$ cat config.mk
export PLATFORM = sky130hd
export DESIGN_NAME = cla_serial_word_adder
export DESIGN_NICKNAME = d
export VERILOG_FILES = /design/src/rtl/cla_ctrl_pkg.sv /design/src/rtl/cla4_slice.sv /design/src/rtl/cla_serial_word_adder.sv
export SDC_FILE = /design/constraint.sdc
export NUM_CORES = 1
export LEC_CHECK = 0
export CAP_MARGIN = 10
export CELL_PAD_IN_SITES_DETAIL_PLACEMENT = 1
export CELL_PAD_IN_SITES_GLOBAL_PLACEMENT = 2
export CORE_MARGIN = 2
export CORE_UTILIZATION = 35
export CTS_CLUSTER_SIZE = 28
export DETAILED_ROUTE_END_ITERATION = 8
export PLACE_DENSITY = 0.94
export SETUP_SLACK_MARGIN = 0.4
export SYNTH_ARGS = -nofsm -noshare
export SYNTH_HDL_FRONTEND = slang
export SYNTH_SLANG_ARGS = --single-unit
$ cat constraint.sdc
create_clock -name clk -period 3.95 [get_ports clk]
set_input_delay 0.79 -clock clk [delete_from_list [all_inputs] [get_ports clk]]
set_output_delay 0.79 -clock clk [all_outputs]
set_load 0.02 [all_outputs]
$ cat src/rtl/cla_ctrl_pkg.sv
// Shared types and constants for the nibble-serial CLA word adder.
package cla_ctrl_pkg;

  localparam int NIB_W = 4;

  typedef enum logic [1:0] {
    IDLE,
    RUN,
    DONE
  } state_t;

endpackage

$ cat src/rtl/cla4_slice.sv
// Combinational 4-bit carry-look-ahead adder; all carries derived directly from ci, g and p.
module cla4_slice (
  input  logic [3:0] a4,
  input  logic [3:0] b4,
  input  logic       ci,
  output logic [3:0] s4,
  output logic       co
);

  logic [3:0] g;
  logic [3:0] p;
  logic [3:0] c;

  assign g = a4 & b4;
  assign p = a4 ^ b4;

  assign c[0] = ci;
  assign c[1] = g[0] | (p[0] & ci);
  assign c[2] = g[1] | (p[1] & g[0]) | (p[1] & p[0] & ci);
  assign c[3] = g[2] | (p[2] & g[1]) | (p[2] & p[1] & g[0]) | (p[2] & p[1] & p[0] & ci);
  assign co   = g[3] | (p[3] & g[2]) | (p[3] & p[2] & g[1]) | (p[3] & p[2] & p[1] & g[0])
              | (p[3] & p[2] & p[1] & p[0] & ci);

  assign s4 = p ^ c;

endmodule

$ cat src/rtl/cla_serial_word_adder.sv
// Adds two WIDTH-bit words one nibble per clock through a single CLA slice, LSB nibble first.
// Result appears WIDTH/4 edges after an accepted start; start is ignored while busy.
module cla_serial_word_adder
  import cla_ctrl_pkg::*;
#(
  parameter int WIDTH = 16
) (
  input  logic             clk,
  input  logic             rst_n,
  input  logic             start,
  input  logic [WIDTH-1:0] a,
  input  logic [WIDTH-1:0] b,
  input  logic             cin,
  output logic             busy,
  output logic             done,
  output logic [WIDTH-1:0] sum,
  output logic             cout,
  output logic             overflow
);

  localparam int NIB   = WIDTH / NIB_W;
  localparam int CNT_W = (NIB > 1) ? $clog2(NIB) : 1;
  localparam logic [CNT_W-1:0] LAST_NIB = CNT_W'(NIB - 1);

  state_t           state_q, state_d;
  logic [WIDTH-1:0] a_q, a_d;
  logic [WIDTH-1:0] b_q, b_d;
  logic [WIDTH-1:0] res_q, res_d;
  logic [WIDTH-1:0] sum_q, sum_d;
  logic [CNT_W-1:0] cnt_q, cnt_d;
  logic             carry_q, carry_d;
  logic             a_msb_q, a_msb_d;
  logic             b_msb_q, b_msb_d;
  logic             cout_q, cout_d;
  logic             ovf_q, ovf_d;

  logic [3:0]       slice_s;
  logic             slice_co;
  logic [WIDTH-1:0] slice_s_ext;
  logic [WIDTH-1:0] res_shift;

  cla4_slice u_slice (
    .a4 (a_q[3:0]),
    .b4 (b_q[3:0]),
    .ci (carry_q),
    .s4 (slice_s),
    .co (slice_co)
  );

  // New sum nibble enters at the top, so after NIB shifts nibble 0 sits at the bottom.
  assign slice_s_ext = WIDTH'(slice_s);
  assign res_shift   = (res_q >> NIB_W) | (slice_s_ext << (WIDTH - NIB_W));

  always_comb begin
    state_d = state_q;
    a_d     = a_q;
    b_d     = b_q;
    res_d   = res_q;
    sum_d   = sum_q;
    cnt_d   = cnt_q;
    carry_d = carry_q;
    a_msb_d = a_msb_q;
    b_msb_d = b_msb_q;
    cout_d  = cout_q;
    ovf_d   = ovf_q;

    case (state_q)
      IDLE, DONE: begin
        state_d = IDLE;
        if (start) begin
          a_d     = a;
          b_d     = b;
          res_d   = '0;
          carry_d = cin;
          cnt_d   = '0;
          a_msb_d = a[WIDTH-1];
          b_msb_d = b[WIDTH-1];
          state_d = RUN;
        end
      end
      RUN: begin
        a_d     = a_q >> NIB_W;
        b_d     = b_q >> NIB_W;
        res_d   = res_shift;
        carry_d = slice_co;
        cnt_d   = cnt_q + 1'b1;
        if (cnt_q == LAST_NIB) begin
          sum_d   = res_shift;
          cout_d  = slice_co;
          ovf_d   = (a_msb_q == b_msb_q) && (res_shift[WIDTH-1] != a_msb_q);
          state_d = DONE;
        end
      end
      default: state_d = IDLE;
    endcase
  end

  always_ff @(posedge clk or negedge rst_n) begin
    if (!rst_n) begin
      state_q <= IDLE;
      a_q     <= '0;
      b_q     <= '0;
      res_q   <= '0;
      sum_q   <= '0;
      cnt_q   <= '0;
      carry_q <= 1'b0;
      a_msb_q <= 1'b0;
      b_msb_q <= 1'b0;
      cout_q  <= 1'b0;
      ovf_q   <= 1'b0;
    end else begin
      state_q <= state_d;
      a_q     <= a_d;
      b_q     <= b_d;
      res_q   <= res_d;
      sum_q   <= sum_d;
      cnt_q   <= cnt_d;
      carry_q <= carry_d;
      a_msb_q <= a_msb_d;
      b_msb_q <= b_msb_d;
      cout_q  <= cout_d;
      ovf_q   <= ovf_d;
    end
  end

  assign busy     = (state_q == RUN);
  assign done     = (state_q == DONE);
  assign sum      = sum_q;
  assign cout     = cout_q;
  assign overflow = ovf_q;

endmodule
Word level (Yosys, flattened, before mapping)
Cells that the tools add are included.

storage, ports and cells
  register bits = 73
  bits of input ports = 36
  output and inout port bits = 20
  word-level logic and storage cells = 69

operators by class
  $add $sub $neg = 1
  equality and inequality tests = 7
  multiplexer cells = 13
  bitwise operators = 30
  reduce and logical (&&, ||, !) cells = 7

operator list
  operator                                               count
  one-hot mux 16 bit (2 select lines)                    3
  two-way mux 16 bit                                     3
  AND 1 bit                                              16
  OR 12 x 16 -> 16 bit                                   1
  OR 1 bit                                               10
  one-hot mux 2 bit (2 select lines)                     2
  XOR 4 bit                                              2
  AND reduction 2 bit                                    3
  AND 4 bit                                              1
  == test 2 bit, second input constant                   2
  two-way mux 2 bit                                      2
  adder 2 x 1 -> 2 bit, second input constant            1
  == test 2 x 1 -> 1 bit, second input constant          1
  logical NOT 2 bit                                      1
  two-way mux 1 bit                                      2
  inequality test 2 x 1 -> 1 bit, second input constant  1
  inequality test 2 bit, second input constant           1
  one-hot mux 1 bit (2 select lines)                     1
  nonzero test 2 bit                                     1
  OR reduction 2 bit                                     1
  == test 1 bit                                          1
  logical AND 1 bit                                      1
  inequality test 1 bit                                  1

Logic depth before layout (Yosys ltp)
Gate-level depths: netlist of the first run.

  depth in word-level cells = 9
  mapped depth = 7
  gate-level depth less buffers = 5

Cells and area by module
Synthesis of the first run repeated with hierarchy kept, for this count alone.

second synthesis, totals
  cell total of the unflattened synthesis = 265
  area total of the unflattened synthesis = 2941.6 um^2

by module, submodules not included
  module                 times used  cells each  area each (um^2)  seq. area each (um^2)
  cla_serial_word_adder  1           248         2793.9            1726.7
  cla4_slice             1           17          147.6             0.0

Worst setup path before layout of the first run
Ideal clock, no wire load.

  path type = reg2out
  from = register state_q[1]
  to = output busy
  arrival time = 987 ps
  required time = 3160 ps
  slack = 2173 ps
  stages on the path, launching flop included = 5
  buffers on the path = 2
  path through = dfrtp_1 -> nand2b_1 -> buf_2 -> inv_1 -> buf_2

between the ends
  cells in the longest elaborated chain, start to end = 1

ends and longest elaborated chain
  item                    line                          RTL
  from (decl)             cla_serial_word_adder.sv:25   state_t state_q, state_d;
  from (signal assigned)  cla_serial_word_adder.sv:112  state_q <= state_d;
  == test 2 x 1 -> 1 bit  cla_serial_word_adder.sv:126  assign busy = (state_q == RUN);
  to (decl)               cla_serial_word_adder.sv:14   output logic busy,

Every way passes these cells.

Worst setup path in the final report of the first run
Ends and elaborated chain as after synthesis.

==> key figures, run 1 <==
Outcome
  – Status: finished, final reports clean

Finish
  – FF/Latch Area: 1730 µm²
  – FILL cells: 915
  – Multi-input logic area: 1090 µm²
  – Diode count: 0
  – Total Nets Final: 364
  – Area grow syn2layout: 27.8%
  – Share of post-route cells with drive strength above 1: 12.2%
  – Final non-filler cell total: 432

Timing
  – Worst rel slew slack: 31.7%
  – Final setup violating endpoints: 0
  – Worst Tran Pin Value: 1030 ps
  – Achievable clock frequency: 0.361 GHz
  – Final min period: 2770 ps
  – Hold Violations, Final: 0
  – Hold Worst Slack: 488 ps
  – Setup TNS: 0 ps
  – Unrepaired setup endpoints after global routing: false
  – Fin crit share: 70.1%
  – Clock Skew: 7.35 ps
  – Final Max Tran Viols: 0
  – Worst setup margin: 1180 ps

Clock tree
  – CTS tree: yes
  – # clock sinks: 69
  – H-tree levels: 3
  – Post-CTS sizing: 0
  – Setup Fix Bufs, Post-CTS: 0
  – Worst-case clock buffer depth: 2
  – Root Buffer Master: clkbuf_8
  – Clk slew on worst S/H paths: 70 ps
  – Cts bufs inserted: 9
  – Clk_lat worst skew: 340 ps
  – Hold-fix buffers, CTS: 0

Drt
  – Via Count: 2208
  – Post-Route WL: 6560 µm
  – Via density: 5.11
  – WL/cell: 15.2 µm
  – Iter 0 DRT Violations: 70
  – Number of remaining DRC errors: 0
  – Number of iterations in the first detailed-routing pass: 5
  – Number of nets with antenna violations after routing: 0

Die
  – Starting Density: 35.7%
  – Die height: 95.0 µm
  – # IOs: 56
  – Die Width: 95.0 µm
  – Rows: 33
  – Core Area: 8130 µm²
  – DIE AREA: 9030 µm²

Global route
  – Number of global-route vias before repair: 2285
  – GRT Max-Usage Layer: met2
  – Global-route met1 utilization: 20.0%
  – Met3 GRT Util: 3.48%
  – Gr usage total: 15.8%
  – Total gr overflow: 0
  – Met2 global-route usage: 26.1%
  – Largest net degree at the start of global routing: 70
  – Initial antenna violation count: 0
  – Global-route wire length before repair: 10700 µm

Power and ir drop
  – Worst ir drop on vdd: 0.000264 V
  – Static Leak: 1.66 nW
  – Design Power: 0.00326 W
  – Power density over the cells: 880 nW/µm²

Place
  – Port Buf Inserts: 55
  – Place WS: 1330 ps
  – Gp weighted congestion: 0.823
  – Placed cells: 416
  – Final HPWL DP: 4450 µm

Worst setup path
  – R2r setup slk: 1900 ps
  – Crit. Startpoint: state_q[1]
  – CP Cell Sequence: nand2b_2 > inv_1 > clkdlybuf4s50_1
  – CP max stage cell: clkdlybuf4s50_1
  – Reg2reg path depth: 4
  – Max FO, Critical Path: 14
  – Worst r2r dst: overflow
  – Worst reg2reg startpoint: cnt_q[0]
  – Critical Path Max Stage Delay: 710 ps
  – CP Data Required Time: 3160 ps
  – Crit start category: register
  – Setup crit end kind: primary output
  – CP Class: reg -> out
  – CP endpoint: busy
  – Crit path arrival time: 1980 ps

Logic synthesis
  – Top-area cell type share of the netlist area: 59.5%
  – Post-synth cell types: 30
  – Mapped Area: 2900 µm²
  – YS warnings: 0
  – Avg Cell Area, Syn: 10.7 µm²
  – Synth Register Bits: 69
  – Synth area leader: dfrtp_1
  – Sequential fraction of the synthesis area: 59.5%
  – Net count after synthesis: 312
  – Dominant cells by area after synthesis: dfrtp_1 (60%), nand2_1 (8.3%), mux2_2 (5.8%), a22o_1 (5.4%), a31oi_1 (5.2%)
  – Cells after Synth: 270

Job
  – Max cap viols: 0

Min path
  – Hold Crit Class: reg -> reg
## worst max-delay path, delay by kind of cell (launching register included)
family	cells	cell delay, ps
buf+inv	2	1060
flops	1	390
simple gates	1	180
## area by class of cell
cell class	count	share of cell area (%)
clock buffer	12	4.18
sequential	69	46.6
clock inverter	4	0.607
timing repair buffer	59	15.5
inverter	2	0.202
multi-input combinational	181	29.4
tap	105	3.54
## metrics by stage
| step | instance area, µm² | utilization (%) |
|---|---|---|
| 2_1_floorplan | 2900 | - |
| 3_3_place_gp | 3530 | 43.4 |
| 3_5_place_dp | 3530 | 43.4 |
| 4_1_cts | 3710 | 45.6 |
| 5_1_grt | 3710 | 45.6 |
| 6_report | 3710 | 45.6 |
## placed cells by master (no fill, tap or decap), types with 2 or more instances in the layout
cell type / Yosys / routed
dfrtp_1: 69 / 69
nand2_1: 64 / 64
clkdlybuf4s50_1: 0 / 54
nor2_1: 26 / 26
a31oi_1: 24 / 24
a22o_1: 18 / 18
mux2_2: 15 / 15
clkbuf_8: 0 / 11
o21ai_0: 6 / 6
ha_1: 5 / 5
buf_4: 0 / 4
clkinv_2: 0 / 3
inv_1: 2 / 2
nor2b_1: 3 / 2
a21oi_1: 2 / 2
## cells in the mapped netlist
| library cell | n |
|---|---|
| nor2_2 | 1 |
| o21ai_0 | 6 |
| o21ai_1 | 1 |
| nor2b_1 | 3 |
| nand2b_1 | 2 |
| fa_1 | 1 |
| nand3b_1 | 1 |
| nor3_1 | 1 |
| o31ai_1 | 1 |
| a22oi_1 | 1 |
| ha_1 | 5 |
| xor2_1 | 1 |
| nand2_1 | 64 |
| inv_1 | 2 |
| buf_2 | 12 |
| or3_1 | 1 |
| and4_4 | 1 |
| dfrtp_1 | 69 |
| a211oi_1 | 1 |
| o21a_1 | 1 |
| a21oi_1 | 2 |
| nor2_1 | 26 |
| a31oi_1 | 24 |
| xnor2_1 | 1 |
| o211ai_1 | 1 |
| mux2_2 | 15 |
| or3_4 | 1 |
| a21o_1 | 1 |
| clkbuf_1 | 6 |
| a22o_1 | 18 |
## logic make-up after synthesis
| kind of cell | count (synthesis) | synth area share, % |
|---|---|---|
| AOI/OAI and AO/OA | 57 | 13.7 |
| DFF | 69 | 59.5 |
| and+or+nand+nor | 101 | 14.4 |
| muxes | 15 | 5.82 |
| adders and majority gates | 6 | 2.85 |
| xor gates and xnor gates | 2 | 0.604 |
| buffers and inverters | 20 | 3.11 |
## flip-flops by register name, indices dropped and copies added (netlist names)
signal	cells
carry_q	1
b_msb_q	1
a_q	16
a_msb_q	1
sum	16
cout	1
res_q	12
overflow	1
cnt_q	2
b_q	16
state_q	2
## metal layers
layer	part of all wire, %	vias up
met5	0	-
li1	-	1041
met2	50	46
met4	1.6	0
met3	3.4	11
met1	45	1110
## power breakdown
group,switching [W],internal [W],total [W]
registers,0.000214,0.00105,0.00126
clock network,0.000258,0.000259,0.000517
logic,0.000799,0.000684,0.00148
total,0.00127,0.00199,0.00326
## worst min path at each step
stage                     cells past startpoint  slack, ps        to     start
final                                         2        490   a_q[15]   a_q[15]
after floorplan                               2        450   a_q[15]   a_q[15]
after CTS                                     2        490   a_q[15]   a_q[15]
after global routing                          1        520  cnt_q[0]  cnt_q[0]
after detailed placement                      2        460   a_q[15]   a_q[15]
after global placement                        2        460   a_q[15]   a_q[15]
No activity file was read; power rests on OpenSTA's default activity.
==> run 2: changes to the inputs <==
--- a/config.mk
+++ b/config.mk
@@ -9,10 +9,10 @@
 export CELL_PAD_IN_SITES_DETAIL_PLACEMENT = 1
 export CELL_PAD_IN_SITES_GLOBAL_PLACEMENT = 2
 export CORE_MARGIN = 2
-export CORE_UTILIZATION = 35
+export CORE_UTILIZATION = 29
 export CTS_CLUSTER_SIZE = 28
 export DETAILED_ROUTE_END_ITERATION = 8
-export PLACE_DENSITY = 0.94
+export PLACE_DENSITY = 0.84
 export SETUP_SLACK_MARGIN = 0.4
 export SYNTH_ARGS = -nofsm -noshare
 export SYNTH_HDL_FRONTEND = slang
==> constraint.sdc (replaced) <==
create_clock -name clk -period 2.3 [get_ports clk]
set_input_delay 0.46 -clock clk [delete_from_list [all_inputs] [get_ports clk]]
set_output_delay 0.46 -clock clk [all_outputs]
set_load 0.02 [all_outputs]
==> run 2 against run 1 <==
Compared with the run above: wire length is 3.1% higher; total power is 72% higher; combinational power is 74% higher; setup slack worse by 700 ps; critical path depth is 2 higher; via count is 1.9% lower; clock power is 71% higher; final cell count is 7.2% higher; count of clock-buffer cells in the layout is 2 lower; global-route usage is 2.4 points lower; largest cell class unchanged; largest power group unchanged; highest routed layer unchanged.
==> key figures, run 2 (same netlist as run 1, synthesis figures left out) <==
Global route
  – Global-route wire length before repair: 11500 µm
  – Initial antenna violation count: 0
  – Total gr overflow: 0
  – Number of global-route vias before repair: 2249
  – Largest net degree at the start of global routing: 53
  – Gr usage total: 13.4%

Timing
  – Achievable clock frequency: 0.548 GHz
  – Clock Skew: 9.09 ps
  – Final Max Tran Viols: 0
  – Hold Violations, Final: 0
  – Final setup violating endpoints: 0
  – Unrepaired setup endpoints after global routing: false
  – Setup TNS: 0 ps
  – Final min period: 1820 ps
  – Fin crit share: 79.3%
  – Worst Tran Pin Value: 576 ps
  – Worst rel slew slack: 61.6%

Drt
  – WL/cell: 14.6 µm
  – Post-Route WL: 6760 µm
  – Number of remaining DRC errors: 0
  – Via density: 4.68
  – Number of iterations in the first detailed-routing pass: 4
  – Iter 0 DRT Violations: 65
  – Via Count: 2165
  – Number of nets with antenna violations after routing: 0

Power and ir drop
  – Static Leak: 1.68 nW
  – Worst ir drop on vdd: 0.000392 V
  – Design Power: 0.00561 W
  – Power density over the cells: 1490 nW/µm²

Die
  – Die height: 104 µm
  – Die Width: 104 µm
  – # IOs: 56
  – Starting Density: 29.8%
  – DIE AREA: 10800 µm²
  – Core Area: 9730 µm²
  – Rows: 36

Finish
  – Most frequent cells in the layout: dfrtp_1 (69), nand2_1 (64), clkdlybuf4s50_1 (52)
  – Total Nets Final: 367
  – Share of post-route cells with drive strength above 1: 13.3%
  – Fin util: 38.8%
  – Area grow syn2layout: 30.1%
  – Diode count: 0
  – Final non-filler cell total: 463
  – Cell area after layout: 3770 µm²
  – Commonest non-fill, non-tap cell in the layout: dfrtp_1

Place
  – Placed cells: 447
  – Placed Area: 3600 µm²
  – Gp weighted congestion: 0.710
  – Port Buf Inserts: 55
  – Final HPWL DP: 4650 µm

Worst setup path
  – Setup crit end kind: register
  – CP max stage cell: dfrtp_1
  – Crit path arrival time: 2090 ps
  – CP Cell Sequence: ha_1 > a21o_1 > and4_4 > or3_4 > o211ai_1
  – CP Data Required Time: 2570 ps
  – Max FO, Critical Path: 3
  – Critical Path Max Stage Delay: 450 ps
  – CP Class: reg -> reg
  – Crit start category: register

Clock tree
  – Clk slew on worst S/H paths: 80 ps
  – Cts bufs inserted: 9
  – Clk_lat worst skew: 350 ps
  – Worst-case clock buffer depth: 2
  – H-tree levels: 3
  – Root Buffer Master: clkbuf_8
  – # clock sinks: 69
  – CTS tree: yes

Min path
  – Hold Crit Class: in -> async

Job
  – Max cap viols: 0

Outcome
  – Status: finished, final reports clean
[run 2: changes by cell type in the layout (fill, tap and decap cells not counted), sizes merged]
cell           before  now
dlygate4sd2         0    2
buf                 5    8
clkinvlp            1    2
clkdlybuf4s50      54   52
clkinv              3    4
clkbuf             12   10
[run 2: what timing repair did]
item	4_1_cts	5_1_grt
setup endpoints to repair	2	0
setup buffers	0	0
resized for setup	2	0
hold buffers	0	0
[run 2: cell type report]
cell class                      count  area, µm²
Sequential cell                    69       1730
Timing Repair Buffer               62        608
Multi-Input combinational cell    181       1090
Fill cell                        1105       5960
Inverter                            2       7.51
Clock inverter                      6       38.8
Tap cell                          133        166
Clock buffer                       10        138
[run 2: routing by layer]
| metal | GRT usage, % | wire (µm) |
|---|---|---|
| met1 | 17.3 | 3110 |
| met2 | 21.1 | 3240 |
| met3 | 3.76 | 276 |
| met4 | 5.60 | 129 |
| met5 | 0 | 0 |
[run 2: where the power goes]
part           internal [W]  switching [W]  total [W]
combinational       0.00119        0.00138    0.00257
clock              0.000416       0.000470   0.000885
sequential          0.00180       0.000363    0.00216
[run 2: final timing paths]
check                         from         to  slack [ps]  cells after the start
max reg2reg                 a_q[0]   overflow         480                      5
min                          rst_n  res_q[10]         100                      1
max                         a_q[0]   overflow         480                      5
min reg2reg                a_q[15]    a_q[15]         490                      2
min in group clk           a_q[15]    a_q[15]         490                      2
max in group asynchronous    rst_n     b_q[4]        1570                      2
[run 2: per-stage QoR]
step	hold WS [ps]	setup WS (ps)
floorplan	164	602
global placement	463	501
detailed placement	480	431
CTS	110	464
global route	131	420
finish	99.0	477
[run 2: worst max-delay path: cells and delay by family (launching register included)]
kind	cells	cell delay, ps
simple gates	2	600
flops	1	450
compound gates	2	370
fa+ha+maj	1	340
==> run 3: changes to the inputs <==
==> constraint.sdc (replaced) <==
create_clock -name clk -period 1.6 [get_ports clk]
set_input_delay 0.32 -clock clk [delete_from_list [all_inputs] [get_ports clk]]
set_output_delay 0.32 -clock clk [all_outputs]
set_load 0.02 [all_outputs]
==> run 3 against run 2 <==
Compared with the run above: the flow now finishes with violations (negative hold slack, negative setup slack); via count increased by 13%; register-to-register slack got worse by 550 ps; sequential share of layout area decreased by 9.2 points; critical path depth unchanged; critical path type unchanged; highest routed layer unchanged.
==> key figures, run 3 (same netlist as run 1, synthesis figures left out) <==
Drt
  – Via Count: 2437
  – Iter 0 DRT Violations: 85
  – Number of remaining DRC errors: 0
  – Post-Route WL: 9000 µm
  – Number of nets with antenna violations after routing: 0
  – WL/cell: 17.7 µm
  – Via density: 4.81
  – Number of iterations in the first detailed-routing pass: 4

Timing
  – Hold Worst Slack: -17.7 ps
  – Clock Skew: 13.2 ps
  – Final Max Tran Viols: 0
  – Final min period: 1670 ps
  – Achievable clock frequency: 0.598 GHz
  – Worst Tran Pin Value: 397 ps
  – Worst rel slew slack: 73.5%
  – Hold Violations, Final: 19
  – Final setup violating endpoints: 4
  – Worst setup margin: -73.2 ps
  – Fin crit share: 105%
  – Setup TNS: -134 ps
  – Unrepaired setup endpoints after global routing: true

Global route
  – Number of global-route vias before repair: 2669
  – Global-route wire length before repair: 14500 µm
  – Gr usage total: 17.5%
  – Largest net degree at the start of global routing: 70
  – Total gr overflow: 0
  – Initial antenna violation count: 0

Finish
  – Cell area after layout: 4720 µm²
  – Area grow syn2layout: 62.7%
  – Share of post-route cells with drive strength above 1: 39.8%
  – FILL cells: 1061
  – Most frequent cells in the layout: dfrtp_1 (69), nand2_1 (40), clkdlybuf4s50_1 (34)
  – Total Nets Final: 411
  – Diode count: 0
  – Commonest non-fill, non-tap cell in the layout: dfrtp_1

Clock tree
  – # clock sinks: 69
  – Clk_lat worst skew: 360 ps
  – Root Buffer Master: clkbuf_8
  – Worst-case clock buffer depth: 2
  – CTS tree: yes
  – Clk slew on worst S/H paths: 70 ps
  – H-tree levels: 3
  – Cts bufs inserted: 9
  – Hold-fix buffers, CTS: 0

Power and ir drop
  – Worst ir drop on vdd: 0.000776 V
  – Switch Pwr: 0.00412 W
  – Logic pwr share: 56.6%
  – Clock power frac: 13.4%
  – Switching part of the total: 38.4%
  – Power density over the cells: 2280 nW/µm²
  – Cell Int Power: 0.00662 W
  – Seq pwr share: 30.0%
  – Static Leak: 2.21 nW

Worst setup path
  – Max FO, Critical Path: 3
  – Setup crit end kind: register
  – CP Class: reg -> reg
  – Crit start category: register
  – CP Data Required Time: 1870 ps
  – Crit path arrival time: 1940 ps

Place
  – Placed Area: 3770 µm²
  – Gp weighted congestion: 0.724
  – Final HPWL DP: 5010 µm
  – Port Buf Inserts: 55

Die
  – DIE AREA: 10800 µm²
  – Die height: 104 µm
  – Core Area: 9730 µm²
  – Starting Density: 29.8%
  – Die Width: 104 µm
  – # IOs: 56
  – Rows: 36

Min path
  – Hold Crit Class: in -> async

Job
  – Max cap viols: 0

Outcome
  – Failing checks: negative hold slack, negative setup slack
  – Status: complete, but fails checks
run 3: cell types whose count changed in the layout (fill, tap and decap cells not counted), moves of 15 or more:
cell	previous run	this run
buf_6	0	29
nand2_1	64	40
buf_4	6	26
clkdlybuf4s50_1	52	34
nand2_2	0	15
run 3: metrics by stage:
step                      worst slack, ps  total power [W]  std cells  utilization, %
final                               -73.2           0.0107        507            48.5
after global routing                 -107           0.0114        507            48.5
after CTS                           -34.7           0.0103        498            47.2
after detailed placement            -39.8          0.00747        453            38.8
after global placement              -4.71          0.00723        453            38.8
after floorplan                      39.8          0.00590        270               -
run 3: metal layers:
metal  up-vias  wire [µm]  track usage (%)
met5         -          0                0
met4         0        142             5.12
met3        12        363             5.76
met2        62       4690             30.1
met1      1233       3800             21.0
li1       1130          -                -
run 3: area by class of cell:
| cell class | count | area [µm²] | area share [%] |
|---|---|---|---|
| tap | 133 | 166 | 3.53 |
| sequential | 69 | 1730 | 36.6 |
| timing repair buffer | 106 | 1240 | 26.4 |
| inverter | 2 | 10.0 | 0.212 |
| multi-input combinational | 181 | 1380 | 29.2 |
| clock inverter | 4 | 47.5 | 1.01 |
| clock buffer | 12 | 145 | 3.08 |
run 3: worst max-delay path, stage by stage (launching register included):
cell      delay, ps
dfrtp_1         430
ha_4            280
buf_4           150
and4_4          200
or3_4           350
o211ai_1        170
run 3: worst paths after layout:
path                       slack, ps  endpoint  startpoint  depth (start not counted)
max                              -70  overflow      b_q[2]                          5
min in group clk                 500   b_q[12]     b_q[12]                          1
min                              -20    sum[9]       rst_n                          2
max in group asynchronous       1320    b_q[2]       rst_n                          2
min reg2reg                      500   b_q[12]     b_q[12]                          1
max reg2reg                      -70  overflow      b_q[2]                          5
run 3: what timing repair did:
| item | in CTS | in global routing |
|---|---|---|
| gates cloned | 7 | 1 |
| setup buffers | 22 | 8 |
| hold endpoints to repair | 0 | 0 |
| pin swaps | 44 | 6 |
| endpoints found under the setup margin | 88 | 89 |
| gates resized for setup | 185 | 11 |
run 3: power by group through the flow:
| stage | clock (W) | sequential [W] | combinational [W] |
|---|---|---|---|
| 6_report | 0.00143 | 0.00322 | 0.00608 |
| 5_1_grt | 0.00155 | 0.00333 | 0.00656 |
| 4_1_cts | 0.00144 | 0.00320 | 0.00564 |
| 3_5_place_dp | 0 | 0.00317 | 0.00430 |
| 3_3_place_gp | 0 | 0.00312 | 0.00411 |
| 2_1_floorplan | 0 | 0.00328 | 0.00262 |
